File: src/rtl/if_fetch_unit_if.sv
// Fetch-unit bus: PC-stage hold, instruction-memory request/response and decode handshake.
// Member names are from the fetch unit's point of view; master = fetch unit, slave = environment.
interface if_fetch_unit_if;
    logic [31:0] i_pc;
    logic        o_stall_pc;
    logic        i_flush;
    logic        i_halt;
    logic        o_imem_req_valid;
    logic        i_imem_req_ready;
    logic [31:0] o_imem_addr;
    logic        i_imem_rsp_valid;
    logic [31:0] i_imem_rsp_data;
    logic        o_instr_valid;
    logic        i_instr_ready;
    logic [31:0] o_instr;
    logic [31:0] o_instr_pc;

    modport master (
        input  i_pc, i_flush, i_halt, i_imem_req_ready, i_imem_rsp_valid, i_imem_rsp_data,
        input  i_instr_ready,
        output o_stall_pc, o_imem_req_valid, o_imem_addr, o_instr_valid, o_instr, o_instr_pc
    );

    modport slave (
        output i_pc, i_flush, i_halt, i_imem_req_ready, i_imem_rsp_valid, i_imem_rsp_data,
        output i_instr_ready,
        input  o_stall_pc, o_imem_req_valid, o_imem_addr, o_instr_valid, o_instr, o_instr_pc
    );
endinterface

File: src/rtl/if_fetch_unit.sv
// Credit-limited instruction fetch: issues in-order imem requests, tags them with their PC,
// queues responses for decode and silently drops responses that belong to flushed fetches.
module if_fetch_unit #(
    parameter int unsigned QDEPTH = 4
) (
    input  logic           clk,
    input  logic           i_reset,
    if_fetch_unit_if.master bus
);
    localparam int unsigned AW = (QDEPTH > 1) ? $clog2(QDEPTH) : 1;
    localparam int unsigned CW = AW + 1;
    localparam int unsigned SW = CW + 2;

    logic [31:0]   q_pc    [QDEPTH];
    logic [31:0]   q_instr [QDEPTH];
    logic [31:0]   tag_pc  [QDEPTH];
    logic [AW-1:0] q_wr, q_rd, t_wr, t_rd;
    logic [CW-1:0] q_cnt, out_cnt, drop_cnt;

    logic [SW-1:0] credit_sum_c;
    logic          req_valid_c;
    logic          accept_c;
    logic          rsp_keep_c;
    logic          rsp_drop_c;
    logic          pop_c;
    logic [CW-1:0] drop_flush_c;

    // Requests are only issued while queue, in-flight and to-be-dropped slots leave room.
    always_comb begin
        credit_sum_c = SW'(q_cnt) + SW'(out_cnt) + SW'(drop_cnt);
        req_valid_c  = !i_reset && !bus.i_halt && !bus.i_flush && (credit_sum_c < SW'(QDEPTH));
        accept_c     = req_valid_c && bus.i_imem_req_ready;
        rsp_keep_c   = bus.i_imem_rsp_valid && (drop_cnt == '0);
        rsp_drop_c   = bus.i_imem_rsp_valid && (drop_cnt != '0);
        pop_c        = (q_cnt != '0) && bus.i_instr_ready;
    end

    // Everything in flight at a flush becomes garbage; a response landing in the flush cycle is one of them.
    always_comb begin
        drop_flush_c = drop_cnt + out_cnt;
        if (bus.i_imem_rsp_valid && (drop_flush_c != '0)) begin
            drop_flush_c = drop_flush_c - CW'(1);
        end
    end

    assign bus.o_imem_req_valid = req_valid_c;
    assign bus.o_imem_addr      = bus.i_pc;
    assign bus.o_stall_pc       = i_reset || (!accept_c && !bus.i_flush);
    assign bus.o_instr_valid    = (q_cnt != '0);
    assign bus.o_instr          = q_instr[q_rd];
    assign bus.o_instr_pc       = q_pc[q_rd];

    // PC tags of accepted requests; entry count always equals out_cnt.
    always_ff @(posedge clk) begin
        if (accept_c) begin
            tag_pc[t_wr] <= bus.i_pc;
        end
    end

    always_ff @(posedge clk) begin
        if (i_reset) begin
            q_wr     <= '0;
            q_rd     <= '0;
            t_wr     <= '0;
            t_rd     <= '0;
            q_cnt    <= '0;
            out_cnt  <= '0;
            drop_cnt <= '0;
            for (int i = 0; i < int'(QDEPTH); i++) begin
                q_pc[i]    <= '0;
                q_instr[i] <= '0;
            end
        end else if (bus.i_flush) begin
            q_wr     <= '0;
            q_rd     <= '0;
            t_wr     <= '0;
            t_rd     <= '0;
            q_cnt    <= '0;
            out_cnt  <= '0;
            drop_cnt <= drop_flush_c;
        end else begin
            if (accept_c) begin
                t_wr <= t_wr + AW'(1);
            end
            if (rsp_keep_c) begin
                q_pc[q_wr]    <= tag_pc[t_rd];
                q_instr[q_wr] <= bus.i_imem_rsp_data;
                q_wr          <= q_wr + AW'(1);
                t_rd          <= t_rd + AW'(1);
            end
            if (pop_c) begin
                q_rd <= q_rd + AW'(1);
            end

            case ({rsp_keep_c, pop_c})
                2'b10:   q_cnt <= q_cnt + CW'(1);
                2'b01:   q_cnt <= q_cnt - CW'(1);
                default: q_cnt <= q_cnt;
            endcase

            case ({accept_c, rsp_keep_c})
                2'b10:   out_cnt <= out_cnt + CW'(1);
                2'b01:   out_cnt <= out_cnt - CW'(1);
                default: out_cnt <= out_cnt;
            endcase

            if (rsp_drop_c) begin
                drop_cnt <= drop_cnt - CW'(1);
            end
        end
    end
endmodule

File: src/flat_wrapper.sv
// flat-port wrapper written by rule: the top's interface ports become plain ports
module if_fetch_unit_flat 
#(
    parameter int unsigned QDEPTH = 4
)
  (clk, i_reset, bus_i_pc, bus_i_flush, bus_i_halt, bus_i_imem_req_ready, bus_i_imem_rsp_valid, bus_i_imem_rsp_data, bus_i_instr_ready, bus_o_stall_pc, bus_o_imem_req_valid, bus_o_imem_addr, bus_o_instr_valid, bus_o_instr, bus_o_instr_pc);
  if_fetch_unit_if bus_i ();
  input  logic clk;
  input  logic i_reset;
  input wire logic [$bits(bus_i.i_pc)-1:0] bus_i_pc;
  input wire logic [$bits(bus_i.i_flush)-1:0] bus_i_flush;
  input wire logic [$bits(bus_i.i_halt)-1:0] bus_i_halt;
  input wire logic [$bits(bus_i.i_imem_req_ready)-1:0] bus_i_imem_req_ready;
  input wire logic [$bits(bus_i.i_imem_rsp_valid)-1:0] bus_i_imem_rsp_valid;
  input wire logic [$bits(bus_i.i_imem_rsp_data)-1:0] bus_i_imem_rsp_data;
  input wire logic [$bits(bus_i.i_instr_ready)-1:0] bus_i_instr_ready;
  output wire logic [$bits(bus_i.o_stall_pc)-1:0] bus_o_stall_pc;
  output wire logic [$bits(bus_i.o_imem_req_valid)-1:0] bus_o_imem_req_valid;
  output wire logic [$bits(bus_i.o_imem_addr)-1:0] bus_o_imem_addr;
  output wire logic [$bits(bus_i.o_instr_valid)-1:0] bus_o_instr_valid;
  output wire logic [$bits(bus_i.o_instr)-1:0] bus_o_instr;
  output wire logic [$bits(bus_i.o_instr_pc)-1:0] bus_o_instr_pc;
  assign bus_i.i_pc = bus_i_pc;
  assign bus_i.i_flush = bus_i_flush;
  assign bus_i.i_halt = bus_i_halt;
  assign bus_i.i_imem_req_ready = bus_i_imem_req_ready;
  assign bus_i.i_imem_rsp_valid = bus_i_imem_rsp_valid;
  assign bus_i.i_imem_rsp_data = bus_i_imem_rsp_data;
  assign bus_i.i_instr_ready = bus_i_instr_ready;
  assign bus_o_stall_pc = bus_i.o_stall_pc;
  assign bus_o_imem_req_valid = bus_i.o_imem_req_valid;
  assign bus_o_imem_addr = bus_i.o_imem_addr;
  assign bus_o_instr_valid = bus_i.o_instr_valid;
  assign bus_o_instr = bus_i.o_instr;
  assign bus_o_instr_pc = bus_i.o_instr_pc;
  if_fetch_unit #(.QDEPTH(QDEPTH)) u_core (.clk(clk), .i_reset(i_reset), .bus(bus_i));
endmodule
File: config.mk
export PLATFORM = sky130hd
export DESIGN_NAME = if_fetch_unit_flat
export DESIGN_NICKNAME = d
export VERILOG_FILES = /design/src/rtl/if_fetch_unit_if.sv /design/src/rtl/if_fetch_unit.sv /design/src/flat_wrapper.sv
export SDC_FILE = /design/constraint.sdc
export NUM_CORES = 1
export LEC_CHECK = 0
export ABC_AREA = 0
export BUFFER_PORTS_ARGS = -buffer_cell sky130_fd_sc_hd__buf_2
export CAP_MARGIN = 40
export CORE_MARGIN = 3
export CORE_UTILIZATION = 55
export CTS_CLUSTER_DIAMETER = 50
export DETAILED_ROUTE_END_ITERATION = 6
export PLACE_DENSITY = 0.72
export RECOVER_POWER = 25
export SLEW_MARGIN = 20
export SYNTH_ARGS = -nofsm -noshare
export SYNTH_HDL_FRONTEND = slang
export SYNTH_SLANG_ARGS = --single-unit
File: constraint.sdc
create_clock -name clk -period 18.2 [get_ports clk]
set_input_delay 2.73 -clock clk [delete_from_list [all_inputs] [get_ports clk]]
set_output_delay 2.73 -clock clk [all_outputs]
set_load 0.01 [all_outputs]
==> impl_metrics.py <==
metrics = {
    "outcome": {
        "outcome": "complete, but fails checks",
        "violations": "capacitance limit, slew limit",
    },
    "grt": {
        "grt_busiest_layer": "met2",
        "use_met1": 0.279,
        "gr-total-overflow": 0,
        "grt_pass1_vias": 9002,
        "grt_pass1_wl_um": 52400,
        "antenna_found_initial": 1,
        "grt_max_degree": 71,
        "grt_use_met3": 0.0347,
        "grt_usage": 0.205,
        "met2_usage": 0.352,
    },
    "cts": {
        "hold_buffers": 0,
        "clkSinkCount": 405,
        "tritoncts": "yes",
        "cts_resized": 0,
        "htreeDepth": 2,
        "postCtsSetupRepairBufs": 0,
        "clk_path_buf_depth": 3,
        "cts_root_buffer": "clkbuf_16",
        "clk_latency_ns": 0.54,
        "numCtsBuffers": 44,
        "clk_pin_slew_ns": 0.06,
    },
    "yosys": {
        "syn_inst": 974,
        "ys_types": 41,
        "ys_seq_area_frac": 0.693,
        "ys_seq_elements": 405,
        "synth_xor_area_frac": 0.00711,
        "synth_fp_nets": 1065,
        "synth_compound_area_frac": 0.00703,
        "synthSimpleGateAreaFrac": 0.111,
        "synth-edff-count": 384,
        "syn_area_sq_um": 17300,
        "synth-adder-area-share": 0.0162,
        "avgSynthCellArea_sq_um": 17.7,
        "synth_top_family_by_area": "multiplexers",
        "ys_warn_count": 0,
        "async_flop_share": 0,
        "synthMuxAreaShare": 0.127,
        "synthFlopType": "edfxtp_1",
    },
    "placement": {
        "hpwl_um": 19200,
        "place_congestion": 0.737,
        "io_buffers": 169,
        "dp_slack_ns": 11.09,
    },
    "sta": {
        "fin_crit_ns": 7.77,
        "setup_violations": 0,
        "max_slew_margin": -1.18,
        "finClkSkew_ns": 0.0282,
        "tns_ns": 0,
        "max_clock_freq_mhz": 129,
        "timing.final.crit_share": 0.427,
        "setup_ws_ns": 10.43,
        "rsz0062_at_grt": "false",
        "tightest_slew_ns": 3.26,
        "hold_violations": 0,
        "finalMaxSlewViolations": 100,
    },
    "finish": {
        "fin_nets": 1206,
        "syn2layout_area_growth_pct": 14.1,
        "final_common_cell": "edfxtp_1",
        "drive_above_1_share": 0.286,
        "layout_common_cells": "384 x edfxtp_1, 193 x and2_1, 135 x buf_2, 96 x mux4_2, 67 x and3_1",
    },
    "power_and_ir_drop": {
        "p_leak_uw": 0.00725,
        "power_density_nw_per_um2": 107,
        "ir_drop_v": 0.0000791,
        "finalPower_uw": 2100,
    },
    "worst_setup_path": {
        "required_ns": 15.47,
        "cp_num_buf_inv": 2,
        "crit_type": "in2out",
        "critPathSlowestCell": "or2_0",
        "path_cells": "clkbuf_1 > or2_0 > nor3_1 > and3_1 > o21ai_0 > buf_2",
        "crit_family": "simple AND/OR/NAND/NOR gates",
        "cp.arrival_ns": 5.04,
        "cpPeakStageDelay_ns": 1.02,
        "worst-path-max-fanout": 19,
        "critPathLaunchType": "input pin",
        "cp-end-kind": "output port",
    },
    "floorplan": {
        "fp.dieArea_sq_um": 33500,
        "die_x_um": 183,
        "initial_core_util": 0.561,
        "core_area_sq_um": 30700,
        "ios": 170,
        "rows": 64,
        "die_h_um": 183,
    },
    "drt": {
        "dr.pass1.iters": 5,
        "vias": 8613,
        "totalWireLength_um": 33700,
        "drc": 0,
        "routedWlPerCell_um": 21.8,
        "detail-route-antenna-nets": 0,
        "vias_per_cell": 5.57,
        "drt_iter0_markers": 573,
    },
    "job": {
        "cap_violations": 2,
    },
    "worst_hold_path": {
        "hp-class": "reg2reg",
    },
}
-- per-layer routing --
layer / up-vias / share of wire
met1: 4354 / 0.42
met4: 0 / 0.018
li1: 3967 / -
met2: 250 / 0.51
met5: - / 0
met3: 42 / 0.053
-- state kept, by name, summed over array words and instances (netlist names), named ones only --
name and flops:
u_core.q_instr 128, u_core.q_pc 128, u_core.tag_pc 128, u_core.drop_cnt 3, u_core.out_cnt 3, u_core.q_cnt 3, u_core.q_rd 2, u_core.q_wr 2
u_core.t_rd 2, u_core.t_wr 2
-- through the flow --
step	instances	util	hold slack [ns]	cell area [sq um]
after floorplan	974	-	0.468	17300
after global placement	1454	0.588	0.488	18100
after detailed placement	1464	0.595	0.497	18300
after CTS	1543	0.642	0.506	19700
after global routing	1545	0.640	0.541	19700
final	1546	0.640	0.512	19700
-- cell type report --
| cell class | instances | area, sq um |
|---|---|---|
| sequential | 405 | 12000 |
| fill | 2184 | 11100 |
| multi-input combinational | 460 | 4650 |
| clock buffer | 52 | 1130 |
| timing repair buffer | 188 | 1090 |
| tap | 396 | 495 |
| clock inverter | 27 | 290 |
| inverter | 16 | 60.1 |
| antenna | 2 | 5.00 |
-- power breakdown --
group | internal, uW | total, uW | leakage [uW] | switching [uW]
Clock | 518 | 867 | 0.000685 | 349
Combinational | 67.4 | 165 | 0.00260 | 97.9
Sequential | 1060 | 1070 | 0.00397 | 13.0
-- Yosys cell counts, types with 9 or more instances --
cell type	number	area, sq um
inv_1	15	56.3
edfxtp_1	384	11500
and3_1	67	419
and2_1	197	1230
clkbuf_1	25	93.8
buf_2	16	80.1
buf_6	14	158
dfxtp_1	21	420
ha_1	16	200
nor2_1	17	63.8
buf_4	36	270
mux4_2	96	2160
xor2_1	9	78.8
-- cell families after synthesis --
logic type / count (synthesis)
mux: 99
simple gates: 308
buf+inv: 109
xor+xnor: 14
fa+ha+maj: 20
flops: 405
compound gates: 19
-- worst paths after layout --
kind | from | end | slack, ns | cells past startpoint
setup / recovery | bus_i_flush | bus_o_stall_pc | 10.43 | 6
hold / removal | u_core.t_wr[1] | u_core.t_wr[1] | 0.51 | 2
setup reg to reg | u_core.drop_cnt[0] | u_core.q_instr[3][29] | 12.83 | 9
hold reg to reg | u_core.t_wr[1] | u_core.t_wr[1] | 0.51 | 2
-- worst min-delay path, delay by kind of cell (launching register included) --
family,cells,cell delay [ns]
flops,1,0.34
simple gates,1,0.07
mux,1,0.06
(Power assumes the default switching activity.)
